--- config.mk ---
export PLATFORM = sky130hd
export DESIGN_NAME = mod_split_unif
export DESIGN_NICKNAME = d
export VERILOG_FILES = /design/src/rtl/mod_split_unif.sv
export SDC_FILE = /design/constraint.sdc
export NUM_CORES = 1
export LEC_CHECK = 0
export BUFFER_PORTS_ARGS = -buffer_cell sky130_fd_sc_hd__buf_4
export CAP_MARGIN = 30
export CORE_UTILIZATION = 43
export CTS_CLUSTER_SIZE = 12
export DETAILED_ROUTE_END_ITERATION = 10
export GPL_ROUTABILITY_DRIVEN = 0
export HOLD_SLACK_MARGIN = 0.1
export PLACE_DENSITY_LB_ADDON = 0.12
export SYNTH_ARGS = -nofsm -noshare
export SYNTH_HDL_FRONTEND = slang
export SYNTH_HIERARCHICAL = 1
export SYNTH_SLANG_ARGS = --single-unit
export TNS_END_PERCENT = 50
--- constraint.sdc ---
create_clock -name clk -period 2.1 [get_ports clk]
set_input_delay 0.315 -clock clk [delete_from_list [all_inputs] [get_ports clk]]
set_output_delay 0.315 -clock clk [all_outputs]
set_load 0.1 [all_outputs]
--- src/rtl/mod_split_unif.sv ---
// mod_split_unif: decodes an (A, B) coded pair into a data byte and a
// condition bit. A legal pair differs by +3 (cond=1) or -1 (cond=0).
// Anything else is flagged as an error and locks the input until clr_err.
// Results sit in a single output register with a valid/ready handshake
// and support one pair per cycle.
// Optional build macro: SPLIT_UNIF_ERRCNT_EN adds a saturating error counter.
// Without it, err_count is tied to zero and the counter flops are not built.

// Combinational pair decoder.
module mod_split_unif_dec (
  input  logic [7:0] a,
  input  logic [7:0] b,
  output logic [7:0] data,
  output logic       cond,
  output logic       err
);
  logic [7:0] diff;

  // Classify the pair by the modulo-256 distance from A to B.
  always_comb begin
    diff = b - a;
    data = a;
    cond = 1'b0;
    err  = 1'b0;
    case (diff)
      8'h03:   cond = 1'b1;
      8'hFF:   data = a + 8'd1;
      default: err  = 1'b1;
    endcase
  end
endmodule

module mod_split_unif (
  input  logic       clk,
  input  logic       reset,
  input  logic       in_valid,
  input  logic [7:0] in_a,
  input  logic [7:0] in_b,
  output logic       in_ready,
  output logic       out_valid,
  input  logic       out_ready,
  output logic [7:0] out_data,
  output logic       out_cond,
  output logic       out_err,
  input  logic       clr_err,
  output logic [7:0] err_count
);
  typedef enum logic [0:0] {RUN = 1'b0, LOCK = 1'b1} state_t;

  typedef struct packed {
    logic [7:0] data;
    logic       cond;
    logic       err;
  } res_t;

  state_t state_q, state_d;
  res_t   res_q, dec;
  logic   vld_q;
  logic   accept;

  mod_split_unif_dec u_dec (
    .a    (in_a),
    .b    (in_b),
    .data (dec.data),
    .cond (dec.cond),
    .err  (dec.err)
  );

  // The output register can take a new pair when it is empty or draining
  // this cycle. A reset cycle never completes a handshake, so ready is
  // held low while reset is high.
  assign in_ready = !reset && (state_q == RUN) && (!vld_q || out_ready);
  assign accept   = in_valid && in_ready;

  // Output register. A load in the same cycle as a drain keeps valid high.
  always_ff @(posedge clk) begin
    if (reset) begin
      vld_q <= 1'b0;
      res_q <= '0;
    end else if (accept) begin
      vld_q <= 1'b1;
      res_q <= dec;
    end else if (out_ready) begin
      vld_q <= 1'b0;
    end
  end

  assign out_valid = vld_q;
  assign out_data  = res_q.data;
  assign out_cond  = res_q.cond;
  assign out_err   = res_q.err;

  // FSM state register.
  always_ff @(posedge clk) begin
    if (reset) state_q <= RUN;
    else       state_q <= state_d;
  end

  // FSM next state. An illegal accept locks the input. clr_err releases
  // the lock and is ignored in RUN. In LOCK no accept can happen, so
  // clr_err cannot race an illegal accept.
  always_comb begin
    state_d = state_q;
    case (state_q)
      RUN:     if (accept && dec.err) state_d = LOCK;
      LOCK:    if (clr_err)           state_d = RUN;
      default: state_d = RUN;
    endcase
  end

`ifdef SPLIT_UNIF_ERRCNT_EN
  logic [7:0] cnt_q;

  // Saturating count of illegal pairs. Only reset clears it.
  always_ff @(posedge clk) begin
    if (reset)                                 cnt_q <= 8'h00;
    else if (accept && dec.err && cnt_q != 8'hFF) cnt_q <= cnt_q + 8'd1;
  end

  assign err_count = cnt_q;
`else
  assign err_count = 8'h00;
`endif

endmodule

After elaboration in Yosys (flattened, before gate mapping). Cells that the tools add are included.

Bits of input ports: 21. Output and inout bits: 20. Word-level logic and storage cells: 27. Bits in registers: 12.

Reductions and logical operators: 9. Equality and inequality tests: 2. Bitwise logic cells: 1. Add/subtract/negate cells: 2. Mux-type cells: 8.

Operator list (count): adder 8 x 1 -> 8 bit, second input constant (1); equality test 8 x 2 -> 1 bit, second input constant (1); equality test 8 bit, second input constant (1); 2-to-1 mux 8 bit (1); subtractor 8 bit (1); 2-to-1 mux 1 bit (6); logical AND 1 bit (4); logical NOT 1 bit (2); one-hot mux 1 bit (2 select lines) (1); nonzero test 2 bit (1); OR reduction 2 bit (1); logical OR 1 bit (1); inverter 1 bit (1).

Logic depth before layout (Yosys ltp). Gate-level depths: netlist of run 1.

Depth in word-level cells: 7. Gate-level depth with buffers: 12. Gate-level depth less buffers: 12.

Hierarchy. Netlist of run 1, hierarchy kept.

Modules (own cells, without submodules): mod_split_unif_dec (cells an instance 82, area each 628.1 um^2, seq. area each 0.0 um^2, times used 1); mod_split_unif (cells an instance 65, area each 538.0 um^2, seq. area each 240.2 um^2, times used 1).

Least setup slack after synthesis of run 1. No wires, ideal clock.

Path kind: register to output. From: register vld_q (netlist: out_valid). To: output in_ready. Buffers on the path: 1. Path slack: -1.327 ns. Stages on the path, launching flop included: 4. Arrival: 3.112 ns. Cells stage by stage: dfxtp_1 > nor2b_1 > buf_4 > nor3_1.

Longest elaborated chain between the ends: 3.

RTL lines: start, declared (RTL line 58) `logic vld_q;`; start signal, assigned (RTL line 78) `vld_q <= 1'b0;`; start signal, assigned (RTL line 81) `vld_q <= 1'b1;`; start signal, assigned (RTL line 84) `vld_q <= 1'b0;`; logical NOT 1 bit (RTL line 72) `assign in_ready = !reset && (state_q == RUN) && (!vld_q || out_ready);`; logical OR 1 bit (RTL line 72); logical AND 1 bit (RTL line 72); end, declared (RTL line 39) `output logic in_ready,`.

Every way passes these cells.

==> qor.yml, run 1 <==
status:
  status: "complete, no violations"
yosys:
  syn_inst: 147
  yosysWarnings: 6
  synth_commonest_cells: "a21oi_1 (15), nand3_1 (15), dfxtp_1 (12), inv_1 (12)"
  synth_largest_area_cell: "dfxtp_1"
  ys_ff_latch: 12
  synth_enable_flop_cells: 0
  synth_top_area_share_pct: 20.6
  netlist_area_sq_um: 1170
  synth_cell_types: 39
  synthArstFlopShare_pct: 0
  yosys_most_used_dff: "dfxtp_1"
  synth.avg_cell_area_sq_um: 7.93
  ys_seq_area_share_pct: 20.6
  synthTopCellsByArea: "dfxtp_1 (21%), ha_1 (9.7%), xnor2_1 (7.5%)"
critical_path:
  worstSetupEndpointType: "flop"
  critPathKind: "primary input to flop"
  crit_fanout: 7
  worstPathRequired_ps: 2300
  cp-start-kind: "primary input"
  ff2ff_path_depth: 3
  arrival_ps: 2250
routing:
  wl_met1_um: 1370
  drtIter0Drc: 26
  wl_per_cell_um: 14.0
  ant_nets: 0
  first_pass_iters: 4
  vias_per_cell: 5.39
  wl_met2_um: 1580
  drc_errors: 0
  dr_total_vias: 1218
  dr_wl_met3_um: 189
  top_layer_used: "met4"
  wl_um: 3160
timing:
  tightest_slew_ps: 679
  fin_skew_ps: 4.48
  min_period_ps: 2050
  rsz0062_at_grt: "true"
  fmax_mhz: 489
  timing.hold.ws_ps: 234
  fin_crit_sh_pct: 97.4
  setup_viol_count_final: 0
  relSlewSlack_pct: 54.6
  finalHoldViolCount: 0
  slew_viol_final: 0
power_and_ir_drop:
  powerDensity_nw_per_um2: 558
  max-vdd-ir-drop_v: 0.000556
  leakagePower_nw: 0.767
layout:
  final_util_pct: 67.8
  nNetsFinal: 229
  nFillCells: 213
  areaGrowthSynthToFinish_pct: 46.6
  drive_gt1_share_pct: 43.9
  diodes: 0
flow_run:
  max-cap-violations: 0
global_route:
  grt-ovfl-total: 0
  grt_usage_pct: 20.9
  antenna_found_initial: 0
  grt_pass1_wl_um: 4470
  grt_pass1_vias: 1055
  grt_max_degree: 15
clock_tree:
  path_clk_slew_ps: 70
  cts_buffers: 3
  ctsRootBufferMaster: "clkbuf_4"
  clk_latency_ps: 270
  cts_tree: "built"
  cts_sinks: 12
  cts_max_level: 1
  clk_path_buf_depth: 2
floorplanning:
  design.core.area_sq_um: 2520
  dieHeight_um: 54.1
  std_cell_rows: 18
  ios: 41
  die_area_sq_um: 2920
  fp.dieW_um: 54.1
  start_util_pct: 46.2
placed_design:
  hpwlAfterDp_um: 2350
  numPortBuffers: 32
min_path:
  whs_path_depth: 2
  hp-class: "primary input to flop"
-- placed cells by master, fill, tap and decap left out, types with 2 or more instances in the layout --
cell type | synthesis | layout
buf_4 | 10 | 51
a21oi_1 | 15 | 14
nand3_1 | 15 | 12
dfxtp_1 | 12 | 11
o21ai_1 | 9 | 9
inv_1 | 12 | 9
conb_1 | 1 | 8
xnor2_1 | 10 | 7
ha_1 | 9 | 7
nand2_1 | 6 | 5
nor2_1 | 6 | 5
nand2b_1 | 4 | 4
xnor2_2 | 1 | 4
nor2b_1 | 3 | 3
o21ai_0 | 3 | 3
nand3_2 | 0 | 3
clkbuf_4 | 0 | 3
nor4_1 | 3 | 3
a21oi_4 | 1 | 3
nor3_4 | 1 | 2
buf_6 | 1 | 2
inv_2 | 0 | 2
xor2_2 | 0 | 2
nand4_1 | 2 | 2
ha_4 | 0 | 2
-- worst max-delay path, cell delays in order --
cell and delay, ps:
buf_6 110, inv_12 50, ha_4 120, inv_2 40, fa_2 390, nand3_2 100
nand2_2 80, xnor2_2 180, nor3_4 190, buf_6 150, nand4_1 110, xnor2_1 180
nand3_1 80, a21oi_1 160
-- area by class of cell --
type / instances / area (sq um) / share of cell area, %
inverter: 12 / 57.6 / 3.37
tap: 30 / 37.5 / 2.20
sequential: 12 / 241 / 14.1
multi-input combinational: 116 / 945 / 55.3
clock buffer: 3 / 22.5 / 1.32
timing repair buffer: 53 / 405 / 23.7
-- worst paths after layout --
| path | to | from | slack [ps] |
|---|---|---|---|
| setup / recovery | out_data[6] | in_b[0] | 50 |
| hold / removal | state_q | clr_err | 230 |
| hold reg to reg | out_data[3] | out_data[3] | 480 |
| setup reg to reg | state_q | state_q | 790 |
-- repair_timing --
| action | in CTS | in global routing |
|---|---|---|
| hold buffers | 0 | 0 |
| pin swaps | 3 | 7 |
| resized for setup | 3 | 16 |
| buffers inserted | 0 | 4 |
| setup endpoints to repair | 2 | 10 |
-- cells by family (layout without fill, tap and decap cells) --
family / count (synthesis) / count (layout) / synth area share (%)
fa+ha+maj: 10 / 10 / 11.4
simple gates: 46 / 46 / 23.0
compound gates: 37 / 37 / 19.9
xor+xnor: 14 / 14 / 11.2
mux: 1 / 1 / 1.29
other cells: 1 / 8 / 0.322
buf+inv: 26 / 68 / 12.4
flops: 12 / 12 / 20.6
-- power breakdown --
| group | leakage, nW | switching [mW] | internal [mW] | total (mW) |
|---|---|---|---|---|
| Combinational | 0.654 | 0.377 | 0.184 | 0.561 |
| Clock | 0.0138 | 0.0722 | 0.0663 | 0.139 |
| Sequential | 0.0989 | 0.0100 | 0.244 | 0.254 |
-- stage by stage --
stage                     setup TNS [ps]  instance area (sq um)  power, mW  setup slack (ps)  instances
after global placement             -2070                   1550      0.746              -254        219
after CTS                              0                   1590      0.892              20.0        222
final                                  0                   1710      0.953              54.6        226
after global routing                -304                   1710      0.999             -90.7        226
after detailed placement           -2550                   1550      0.754              -299        219
after floorplan                    -31.6                   1250      0.647             -31.6        154
-- routing by layer --
metal / track usage (%) / vias up
met1: 26.7 / 572
met2: 37.0 / 47
li1: - / 597
met4: 0 / 0
met5: 0 / -
met3: 5.65 / 2
-- registers in the layout (all words and copies together) (netlist names) --
signal     flops
out_data       8
out_cond       1
out_err        1
out_valid      1
state_q        1
Note: power is estimated with default switching activity, not from simulation.
==> inputs of run 2 (changes only) <==
Clock period 2.1 ns to 2 ns, I/O delays scaled along.
==> run 2 against run 1 <==
Net effect: the run now ends with negative setup slack left; routed wire length fell by 6.8%; non-clock buffer count rose by 2; sequential power rose by 5%; register-to-register slack improved by 70 ps; largest cell class unchanged; total power rose by 12%; clock skew fell by 3.9 ps; cell area rose by 4.5%; worst hold slack got worse by 31 ps.
==> qor.yml, run 2 (same netlist as run 1, synthesis figures left out) <==
critical_path:
  cp-start-kind: "primary input"
  r2r_slack_ps: 860
  arrival_ps: 2170
  crit_fanout: 2
  rr_startpoint: "state_q"
  critPathKind: "primary input to flop"
  r2r-end: "out_data[1]"
  cp-endpoint: "state_q"
  startpoint: "in_b[0]"
  worstPathRequired_ps: 2160
  worstSetupEndpointType: "flop"
  ff2ff_path_depth: 3
routing:
  first_pass_iters: 4
  drtIter0Drc: 11
  ant_nets: 0
  vias_per_cell: 5.27
  wl_um: 2940
  drc_errors: 0
  dr_total_vias: 1206
  wl_per_cell_um: 12.8
floorplanning:
  fp.dieW_um: 54.1
  dieHeight_um: 54.1
  ios: 41
  die_area_sq_um: 2920
  design.core.area_sq_um: 2520
  start_util_pct: 46.2
  std_cell_rows: 18
power_and_ir_drop:
  leakagePower_nw: 0.776
  max-vdd-ir-drop_v: 0.000655
  powerDensity_nw_per_um2: 599
timing:
  slew_viol_final: 0
  fmax_mhz: 497
  setup_ws_ps: -10.5
  min_period_ps: 2010
  rsz0062_at_grt: "true"
  fin_skew_ps: 0.558
  setup_tns_ps: -19.9
  setup_viol_count_final: 2
  fin_crit_sh_pct: 101
  finalHoldViolCount: 0
  timing.hold.ws_ps: 203
global_route:
  grt_pass1_vias: 1039
  grt_max_degree: 15
  grt-ovfl-total: 0
  antenna_found_initial: 0
  grt_pass1_wl_um: 4390
  grt_usage_pct: 20.4
layout:
  seq_area_sq_um: 241
  areaGrowthSynthToFinish_pct: 53.2
  nFillCells: 214
  final_common_cell: "buf_4"
  diodes: 0
  nNetsFinal: 231
  drive_gt1_share_pct: 46.7
  largest_reg_flops: 8
  multi_input_area_sq_um: 986
  mostFrequentLayoutCells: "buf_4 (52), nand3_1 (12), a21oi_1 (12)"
placed_design:
  numPortBuffers: 32
  hpwlAfterDp_um: 2190
flow_run:
  max-cap-violations: 0
clock_tree:
  path_clk_slew_ps: 80
  cts_sinks: 12
  cts_tree: "built"
  cts_max_level: 1
  clk_path_buf_depth: 2
  clk_latency_ps: 270
  cts_buffers: 3
  ctsRootBufferMaster: "clkbuf_4"
status:
  status: "finished with violations"
  violations: "negative setup slack"
min_path:
  whs_path_depth: 2
  hp-class: "primary input to flop"
## run 2: cell types whose count changed in the layout (fill, tap and decap cells not counted), moves of 2 or more
cell and change:
xnor2_2 -3, nor2_2 +2, xor2_2 -2, a21oi_1 -2, ha_1 -3, a21oi_2 +2, xnor2_1 +2, ha_4 +2
## run 2: critical path: stages
cell,delay (ps)
buf_8,110
inv_12,40
ha_4,110
inv_2,30
fa_2,410
nand3_2,120
nand2_4,70
xnor2_4,210
buf_4,140
nand3_2,100
nor4_4,250
a21oi_1,70
nand4b_1,120
o21ai_1,80
## run 2: cell type report
cell class | instances | area share [%]
sequential | 12 | 13.5
multi-input combinational | 116 | 55.2
inverter | 12 | 3.22
tap | 30 | 2.10
timing repair buffer | 55 | 23.9
clock buffer | 4 | 2.03
## run 2: repair_timing
item | 4_1_cts | 5_1_grt
pin swaps | 8 | 11
gates resized for setup | 9 | 18
setup endpoints to repair | 9 | 11
buffers inserted | 1 | 4
hold buffers | 0 | 0
## run 2: through the flow
stage          std cells  total power, mW  setup slack, ps  util [%]  instance area (sq um)
2_1_floorplan        154            0.679             -116         -                   1250
3_3_place_gp         220            0.784             -346      61.9                   1560
3_5_place_dp         220            0.792             -375      61.9                   1560
4_1_cts              225             1.01            -20.5      65.9                   1660
5_1_grt              229             1.13             -105      70.8                   1790
6_report             229             1.07            -10.5      70.8                   1790
## run 2: how the worst min path moves through the flow
| stage | endpoint | from | slack [ps] |
|---|---|---|---|
| 6_report | state_q | clr_err | 200 |
| 5_1_grt | state_q | clr_err | 200 |
| 4_1_cts | state_q | clr_err | 200 |
| 3_5_place_dp | out_data[3] | out_data[3] | 470 |
| 3_3_place_gp | out_data[3] | out_data[3] | 470 |
| 2_1_floorplan | state_q | clr_err | 400 |
## run 2: per-layer routing
layer	vias to the layer above	routed length (um)	global-route usage (%)
li1	598	-	-
met1	573	1340	25.8
met2	35	1460	36.8
met3	0	138	4.24
met4	0	0	1.28
met5	-	0	0
## run 2: report_power, final
group | total, mW | switching [mW] | internal [mW]
combinational | 0.613 | 0.400 | 0.213
sequential | 0.266 | 0.00980 | 0.256
clock | 0.192 | 0.0817 | 0.111
